## config.mk

```make
export PLATFORM = sky130hd
export DESIGN_NAME = fetch_stage_flat
export DESIGN_NICKNAME = d
export VERILOG_FILES = /design/src/rtl/fetch_stage_if.sv /design/src/rtl/fetch_stage.sv /design/src/flat_wrapper.sv
export SDC_FILE = /design/constraint.sdc
export NUM_CORES = 1
export LEC_CHECK = 0
export ABC_AREA = 1
export BUFFER_PORTS_ARGS = -buffer_cell sky130_fd_sc_hd__buf_4
export CORE_ASPECT_RATIO = 1.1
export CORE_MARGIN = 2
export CORE_UTILIZATION = 55
export DETAILED_ROUTE_END_ITERATION = 8
export PLACE_DENSITY = 0.87
export SYNTH_ARGS = -nofsm -noshare
export SYNTH_HDL_FRONTEND = slang
export SYNTH_SLANG_ARGS = --single-unit
export TNS_END_PERCENT = 1
```

## constraint.sdc

```tcl
create_clock -name clk -period 1.9 [get_ports clk]
set_input_delay 0.38 -clock clk [delete_from_list [all_inputs] [get_ports clk]]
set_output_delay 0.38 -clock clk [all_outputs]
set_load 0.005 [all_outputs]
```

## src/rtl/fetch_stage_if.sv

```systemverilog
// Instruction-memory request/response bundle for the fetch stage.
// master: fetch side (req/addr out), slave: memory side.
interface fetch_stage_if;
  logic        imem_req;
  logic [31:0] imem_addr;
  logic        imem_ready;
  logic        imem_rvalid;
  logic [31:0] imem_rdata;

  modport master (
    output imem_req,
    output imem_addr,
    input  imem_ready,
    input  imem_rvalid,
    input  imem_rdata
  );

  modport slave (
    input  imem_req,
    input  imem_addr,
    output imem_ready,
    output imem_rvalid,
    output imem_rdata
  );
endinterface

```

## src/rtl/fetch_stage.sv

```systemverilog
// IF stage: one outstanding imem fetch, skid buffer, delay-slot redirect.
// Ports: clk, reset (async low), stall, redirect, npc, bus, if_id_*.
module fetch_stage #(
  parameter logic [31:0] RESET_PC = 32'h0000_3000
) (
  input  logic          clk,
  input  logic          reset,
  input  logic          stall,
  input  logic          redirect,
  input  logic [31:0]   npc,
  fetch_stage_if.master bus,
  output logic          if_id_valid,
  output logic [31:0]   if_id_pc,
  output logic [31:0]   if_id_instr
);

  typedef enum logic {IDLE, WAIT} state_t;

  state_t      state;
  logic [31:0] pc;
  logic [31:0] inflight_pc;
  logic        buf_valid;
  logic [31:0] buf_pc;
  logic [31:0] buf_instr;
  logic        tgt_valid;
  logic [31:0] tgt;

  logic        hs;
  logic        got;
  logic [31:0] npc_al;

  assign bus.imem_req  = reset & (state == IDLE)
                       & ~stall & ~buf_valid;
  assign bus.imem_addr = pc;

  assign hs     = bus.imem_req & bus.imem_ready;
  assign got    = (state == WAIT) & bus.imem_rvalid;
  assign npc_al = npc & ~32'd3;

  always_ff @(posedge clk or negedge reset) begin
    if (!reset) begin
      pc          <= RESET_PC;
      inflight_pc <= '0;
      state       <= IDLE;
      buf_valid   <= 1'b0;
      buf_pc      <= '0;
      buf_instr   <= '0;
      tgt_valid   <= 1'b0;
      tgt         <= '0;
      if_id_valid <= 1'b0;
      if_id_pc    <= '0;
      if_id_instr <= '0;
    end else begin
      if (hs) begin
        inflight_pc <= pc;
        state       <= WAIT;
        tgt_valid   <= 1'b0;
        pc          <= tgt_valid ? tgt : pc + 32'd4;
      end else if (got) begin
        state <= IDLE;
      end

      // The issue in flight (or issuing now) is the
      // delay slot, so the target goes straight to pc.
      // Otherwise the target waits for one more issue.
      if (redirect) begin
        if (state == WAIT || hs) begin
          pc <= npc_al;
        end else begin
          tgt       <= npc_al;
          tgt_valid <= 1'b1;
        end
      end

      if (got && stall) begin
        buf_valid <= 1'b1;
        buf_pc    <= inflight_pc;
        buf_instr <= bus.imem_rdata;
      end

      if (!stall) begin
        unique case (1'b1)
          got: begin
            if_id_valid <= 1'b1;
            if_id_pc    <= inflight_pc;
            if_id_instr <= bus.imem_rdata;
          end
          buf_valid: begin
            if_id_valid <= 1'b1;
            if_id_pc    <= buf_pc;
            if_id_instr <= buf_instr;
            buf_valid   <= 1'b0;
          end
          default: if_id_valid <= 1'b0;
        endcase
      end
    end
  end

endmodule
```

## src/flat_wrapper.sv

```systemverilog
// flat-port wrapper written by rule: the top's interface ports become plain ports
module fetch_stage_flat 
#(
  parameter logic [31:0] RESET_PC = 32'h0000_3000
)
  (clk, reset, stall, redirect, npc, if_id_valid, if_id_pc, if_id_instr, bus_imem_req, bus_imem_addr, bus_imem_ready, bus_imem_rvalid, bus_imem_rdata);
  fetch_stage_if bus_i ();
  input  logic clk;
  input  logic reset;
  input  logic stall;
  input  logic redirect;
  input  logic [31:0] npc;
  output logic if_id_valid;
  output logic [31:0] if_id_pc;
  output logic [31:0] if_id_instr;
  output wire logic [$bits(bus_i.imem_req)-1:0] bus_imem_req;
  output wire logic [$bits(bus_i.imem_addr)-1:0] bus_imem_addr;
  input wire logic [$bits(bus_i.imem_ready)-1:0] bus_imem_ready;
  input wire logic [$bits(bus_i.imem_rvalid)-1:0] bus_imem_rvalid;
  input wire logic [$bits(bus_i.imem_rdata)-1:0] bus_imem_rdata;
  assign bus_imem_req = bus_i.imem_req;
  assign bus_imem_addr = bus_i.imem_addr;
  assign bus_i.imem_ready = bus_imem_ready;
  assign bus_i.imem_rvalid = bus_imem_rvalid;
  assign bus_i.imem_rdata = bus_imem_rdata;
  fetch_stage #(.RESET_PC(RESET_PC)) u_core (.clk(clk), .reset(reset), .stall(stall), .redirect(redirect), .npc(npc), .bus(bus_i), .if_id_valid(if_id_valid), .if_id_pc(if_id_pc), .if_id_instr(if_id_instr));
endmodule
```

==> results of run 1 <==
==> registers in the layout, summed over array words and instances (netlist names), 30 cells and up <==
signal and cells:
u_core.bus.imem_addr 32, u_core.buf_instr 32, u_core.buf_pc 32, u_core.if_id_pc 32
u_core.if_id_instr 32, u_core.tgt 30, u_core.inflight_pc 32
==> stage by stage <==
| stage | cells | TNS (ps) | util (%) |
|---|---|---|---|
| 2_1_floorplan | 1125 | 0 | - |
| 3_3_place_gp | 1504 | 0 | 65.1 |
| 3_5_place_dp | 1504 | 0 | 65.1 |
| 4_1_cts | 1545 | 0 | 69.2 |
| 5_1_grt | 1550 | -0.405 | 69.6 |
| 6_report | 1550 | 0 | 69.6 |
==> kinds of logic after synthesis <==
group                      after synthesis  share of synthesized area (%)
buffers and inverters                  123                           5.19
muxes                                   84                           9.25
AOI/OAI and AO/OA                      178                           9.82
adders and majority gates                1                          0.122
and+or+nand+nor                        509                           19.9
DFF                                    226                           55.3
xor gates and xnor gates                 4                          0.343
==> power by group through the flow <==
stage	clock (uW)	combinational (uW)	sequential (uW)
6_report	4500	4530	7630
5_1_grt	4800	5050	7830
4_1_cts	4570	4550	7610
3_5_place_dp	0	4500	7670
3_3_place_gp	0	4350	7560
2_1_floorplan	0	2300	7470
==> worst max path at each step <==
stage,endpoint,cells past startpoint
global route,u_core.bus.imem_addr[19],9
CTS,u_core.bus.imem_addr[14],11
floorplan,u_core.bus.imem_addr[26],10
finish,u_core.bus.imem_addr[29],8
global placement,u_core.bus.imem_addr[14],10
detailed placement,u_core.bus.imem_addr[14],10
==> worst reg2reg max path, stage by stage, from the launching register on <==
cell,delay [ps]
dfstp_2,580
nand2_1,90
nor2_1,260
nand2_1,120
nor2_1,210
nand3_1,110
nand3_1,120
nand2_1,60
a21oi_1,120
==> final cells by class <==
cell class                 instances  share of cell area, %
inverter                          64                   1.91
multi-input combinational        776                   31.9
clock buffer                      30                   4.81
tap                              243                   2.39
clock inverter                    10                   1.06
timing repair buffer             201                   13.4
sequential                       226                   44.5
==> metal layers <==
metal  GRT usage [%]  up-vias  share of wire, %
li1                -     4055                 -
met1            35.0     4106                43
met2            41.5      310                48
met3            3.52       47               6.4
met4            7.82        0               2.3
met5               0        -                 0
==> placed cells by master, fill, tap and decap left out, types with 2 or more instances in the layout <==
master,Yosys,routed
nand2_1,314,313
dfrtp_1,224,222
buf_4,4,183
nor2_1,135,135
a31oi_1,67,67
mux2_2,67,67
o21ai_0,59,59
inv_1,59,58
nand3_1,42,41
a21oi_1,33,31
clkbuf_16,0,24
mux2_1,17,17
buf_12,0,13
o21ai_1,8,8
clkbuf_1,20,6
nor2_2,5,5
o211ai_1,5,5
inv_2,4,4
nor3_1,4,4
xor2_1,4,4
clkinv_2,0,4
bufinv_16,0,3
nor2_4,2,2
nand4_1,2,2
a41oi_1,2,2
inv_6,0,2
dfrtp_2,0,2
dfstp_2,2,2
==> what timing repair did <==
action,4_1_cts,5_1_grt
endpoints found under the setup margin,0,18
endpoints found under the hold margin,43,2
setup buffers,0,3
hold buffers,1,1
resized for setup,0,6
==> flow_summary.toml, run 1 <==
[final_layout]
n_antenna_cell = 0
multi_input_comb_area_sq_mm = 0.00406
final_nets = 1363
drive_gt1_share_pct = 24.7
synthToLayoutAreaGrowth_pct = 24.5
fill_cells = 1337
final_area_sq_mm = 0.0127
regArea_sq_mm = 0.00566

[clock_network]
clock_sinks = 226
htree_levels = 1
cts_root_buf = "clkbuf_16"
clkLatencyLatePin_ps = 500
path_clk_slew_ps = 60
cts_buffer_depth = 3
cts_buffers = 23
cts_tree = "built"

[worst_setup_path]
path_common_cell = "nand2_1"
cp_data_arrival_time_ps = 2170
slowest_stage = "dfstp_2"
cp_top_family = "simple AND/OR/NAND/NOR gates"
crit_path_start_kind = "flop"
r2r_slack_ps = 160
reg2regPathDepth = 8
critPathMaxStageDelay_ps = 580
crit_required_ps = 2330
path_cells = "nand2_1 > nor2_1 > nand2_1 > nor2_1 > nand3_1 > nand3_1 > nand2_1 > a21oi_1"
crit_type = "reg2reg"
crit_buf_inv = 0
critPathMaxFanout = 5
startpoint = "u_core.bus.imem_addr[12]"
critPathCaptureType = "flop"
r2r_start = "u_core.bus.imem_addr[12]"
worstReg2RegEnd = "u_core.bus.imem_addr[29]"

[routing]
wire_per_inst_microns = 16.1
wirelength_microns = 24900
routed-via-count = 8518
drt_iter0_drc = 561
drtPass1Iterations = 8
via_per_inst = 5.50
ant_nets = 0
drc_errors = 0

[global_route]
antenna_found_initial = 0
grt_usage_pct = 25.2
grt_pass1_wl_microns = 40500
grt_max_degree = 140
grt_pass1_vias = 8171
overflow = 0

[placement]
post-place-ws_ps = 114
io_buffers = 165
placed_area_sq_mm = 0.0119
gp_congestion = 0.922
dp_hpwl_microns = 17000

[timing]
worstMarginPinSlew_ps = 724
setup_slack_ps = 162
slew_violations = 0
hold_violations = 0
setup_viol = 0
post-route-min-period_ps = 1740
clock_skew_ps = 14.8
fmax_mhz = 575
rsz0062_at_grt = "true"
fin_hold_ws_ps = 84.8
slew-limit-headroom_pct = 51.7
post-route-period-util_pct = 91.5

[synthesis]
yosysSeqAreaShare_pct = 55.3
syn_avg_cell_area_sq_um = 9.09
synth_ff_type = "dfrtp_1"
syn-cell-area_sq_mm = 0.0102
yosysTopAreaCell = "dfrtp_1"
syn-num-nets = 1196
synth.top_cell.area_share_pct = 54.8
synth-edff-count = 0
synth_cell_types = 36
netlist_instances = 1125
synthArstFlopShare_pct = 100
synthTopCellsByCount = "nand2_1 (314), dfrtp_1 (224), nor2_1 (135)"
ys_ff_latch = 226
synth.most_common_cell = "nand2_1"
yosys-top-cells-area = "dfrtp_1 (55%), nand2_1 (12%), mux2_2 (7.4%), nor2_1 (5.0%), a31oi_1 (4.1%)"
synth_warnings = 0

[power_and_ir_drop]
pwr-share-comb_pct = 27.2
p_seq_share_pct = 45.8
power.density_mw_per_mm2 = 1310
ir_worst_vdd_v = 0.000842
power.net_switching_uw = 5130
internal-power_uw = 11500
power_leakage_uw = 0.00605
swShare_pct = 30.8
clock_power_share_pct = 27.0
total_power_uw = 16700

[worst_hold_path]
min_to = "u_core.bus.imem_addr[19]"
hold_path_class = "in2reg"
min-delay-start = "npc[19]"
hold_depth = 3

[outcome]
status = "complete, no violations"

[floorplanning]
coreArea_sq_mm = 0.0183
die_area_sq_mm = 0.0197
ios = 168
start_util_pct = 55.9
core.rowCount = 52
die_h_microns = 147
die_w_microns = 134

[run]
maxCapViolCount = 0
No activity file was read; power rests on OpenSTA's default activity.
==> run 2: changes to the inputs <==
--- a/config.mk
+++ b/config.mk
@@ -9,9 +9,9 @@
 export BUFFER_PORTS_ARGS = -buffer_cell sky130_fd_sc_hd__buf_4
 export CORE_ASPECT_RATIO = 1.1
 export CORE_MARGIN = 2
-export CORE_UTILIZATION = 55
+export CORE_UTILIZATION = 50
 export DETAILED_ROUTE_END_ITERATION = 8
-export PLACE_DENSITY = 0.87
+export PLACE_DENSITY = 0.81
 export SYNTH_ARGS = -nofsm -noshare
 export SYNTH_HDL_FRONTEND = slang
 export SYNTH_SLANG_ARGS = --single-unit
==> run 2 against run 1 <==
Net effect: the flow now finishes with violations (hold timing); sequential share of layout area increased by 0.12 points; worst setup slack worse by 48 ps; flip-flop and latch count stayed put; highest routed layer unchanged; wire length down 0.71%; critical path depth is 4 lower; global-route usage down 2.0 points; fmax fell by 2.7%; clock skew decreased by 4.8 ps; sequential power shrank 0.5%; cell area is 0.30% lower; combinational power fell by 1%.
==> flow_summary.toml, run 2 (synthesis results as in run 1) <==
[worst_hold_path]
hold_path_class = "in2async"

[floorplanning]
start_util_pct = 51.3
die_h_microns = 154
ios = 168
core.rowCount = 54
coreArea_sq_mm = 0.0199
die_area_sq_mm = 0.0216
die_w_microns = 140

[global_route]
overflow = 0
grt_usage_pct = 23.2
grt_use_met1_pct = 31.3
busiest_layer = "met2"
grt_pass1_wl_microns = 41000
grt_pass1_vias = 8065
antenna_found_initial = 0
grt_max_degree = 161
met3_usage_pct = 4.02
grt_use_met2_pct = 38.9

[clock_network]
cts_tree = "built"
clkLatencyLatePin_ps = 510
cts_root_buf = "clkbuf_16"
cts-resized-gates = 0
path_clk_slew_ps = 60
htree_levels = 1
post_cts.repair.setup_buffers = 0
clock_sinks = 226
cts_buffer_depth = 3
cts_hold_buf = 0
cts_buffers = 24

[routing]
ant_nets = 0
drt_iter0_drc = 511
drc_errors = 0
drtPass1Iterations = 5
wirelength_microns = 24700
routed-via-count = 8258
wire_per_inst_microns = 15.9
via_per_inst = 5.31

[power_and_ir_drop]
ir_worst_vdd_v = 0.000693
power_leakage_uw = 0.00603
power.density_mw_per_mm2 = 1330
total_power_uw = 16800

[final_layout]
final_nets = 1355
drive_gt1_share_pct = 24.6
n_antenna_cell = 0
layout_commonest_cell = "nand2_1"
synthToLayoutAreaGrowth_pct = 24.1
layout_common_cells = "nand2_1 (314), dfrtp_1 (223), buf_4 (180), nor2_1 (135)"
fill_cells = 1628
final_util_pct = 63.7
stdcell_count = 1554

[outcome]
violations = "hold timing"
status = "finished with violations"

[worst_setup_path]
crit_path_start_kind = "flop"
r2r_slack_ps = 150
crit_required_ps = 1520
reg2regPathDepth = 8
crit_type = "reg2out"
critPathCaptureType = "primary output"
r2r_start = "u_core.state"
worstReg2RegEnd = "u_core.bus.imem_addr[6]"
cp_data_arrival_time_ps = 1410
critPathMaxFanout = 4

[placement]
io_buffers = 165
dp_cells = 1510
gp_congestion = 0.938
dp_hpwl_microns = 17000

[timing]
setup_viol = 0
post-route-min-period_ps = 1790
setup_tns_ps = 0
slew_violations = 0
clock_skew_ps = 9.92
rsz0062_at_grt = "false"
slew-limit-headroom_pct = 40.8
fin_hold_ws_ps = -22.1
fmax_mhz = 560
post-route-period-util_pct = 94.0
worstMarginPinSlew_ps = 887
hold_violations = 26

[run]
maxCapViolCount = 0
[run 2: layer usage]
metal	up-vias	wire (microns)
li1	4036	-
met1	3909	11000
met3	44	1510
met5	-	0
met2	269	11700
met4	0	557
[run 2: layout make-up]
type                    count  area (sq um)  area share [%]
clock buffers              34           719            5.67
repair buffers            192          1590            12.5
well taps                 252           315            2.48
inverters                  64           243            1.91
clock inverters            10           100           0.789
flip-flops and latches    226          5660            44.6
multi-input cells         776          4070            32.0
[run 2: power breakdown]
part	switching [uW]	internal, uW	leakage, uW
Combinational	2130	2350	0.00293
Sequential	1120	6460	0.00268
Clock	1880	2900	0.000414
Total	5140	11700	0.00603
[run 2: metrics by stage]
step	hold WS (ps)	worst slack, ps	area, sq um
global placement	465	118	11900
finish	-22.1	114	12700
CTS	70.5	88.2	12700
floorplan	84.4	388	10200
detailed placement	473	46.1	11900
global route	51.3	22.6	12700
[run 2: worst max-delay path: stages (launching register included)]
cell,delay (ps)
dfrtp_1,440
nor2_2,210
nand2_1,80
inv_1,70
buf_4,100
[run 2: worst max-delay path by stage]
stage	from	to	slack, ps
after detailed placement	stall	u_core.bus.imem_addr[6]	50
after floorplan	u_core.bus.imem_addr[2]	u_core.bus.imem_addr[26]	390
after global routing	u_core.state	u_core.bus.imem_addr[6]	20
final	u_core.state	bus_imem_req	110
after CTS	u_core.state	u_core.bus.imem_addr[6]	90
after global placement	stall	u_core.bus.imem_addr[14]	120
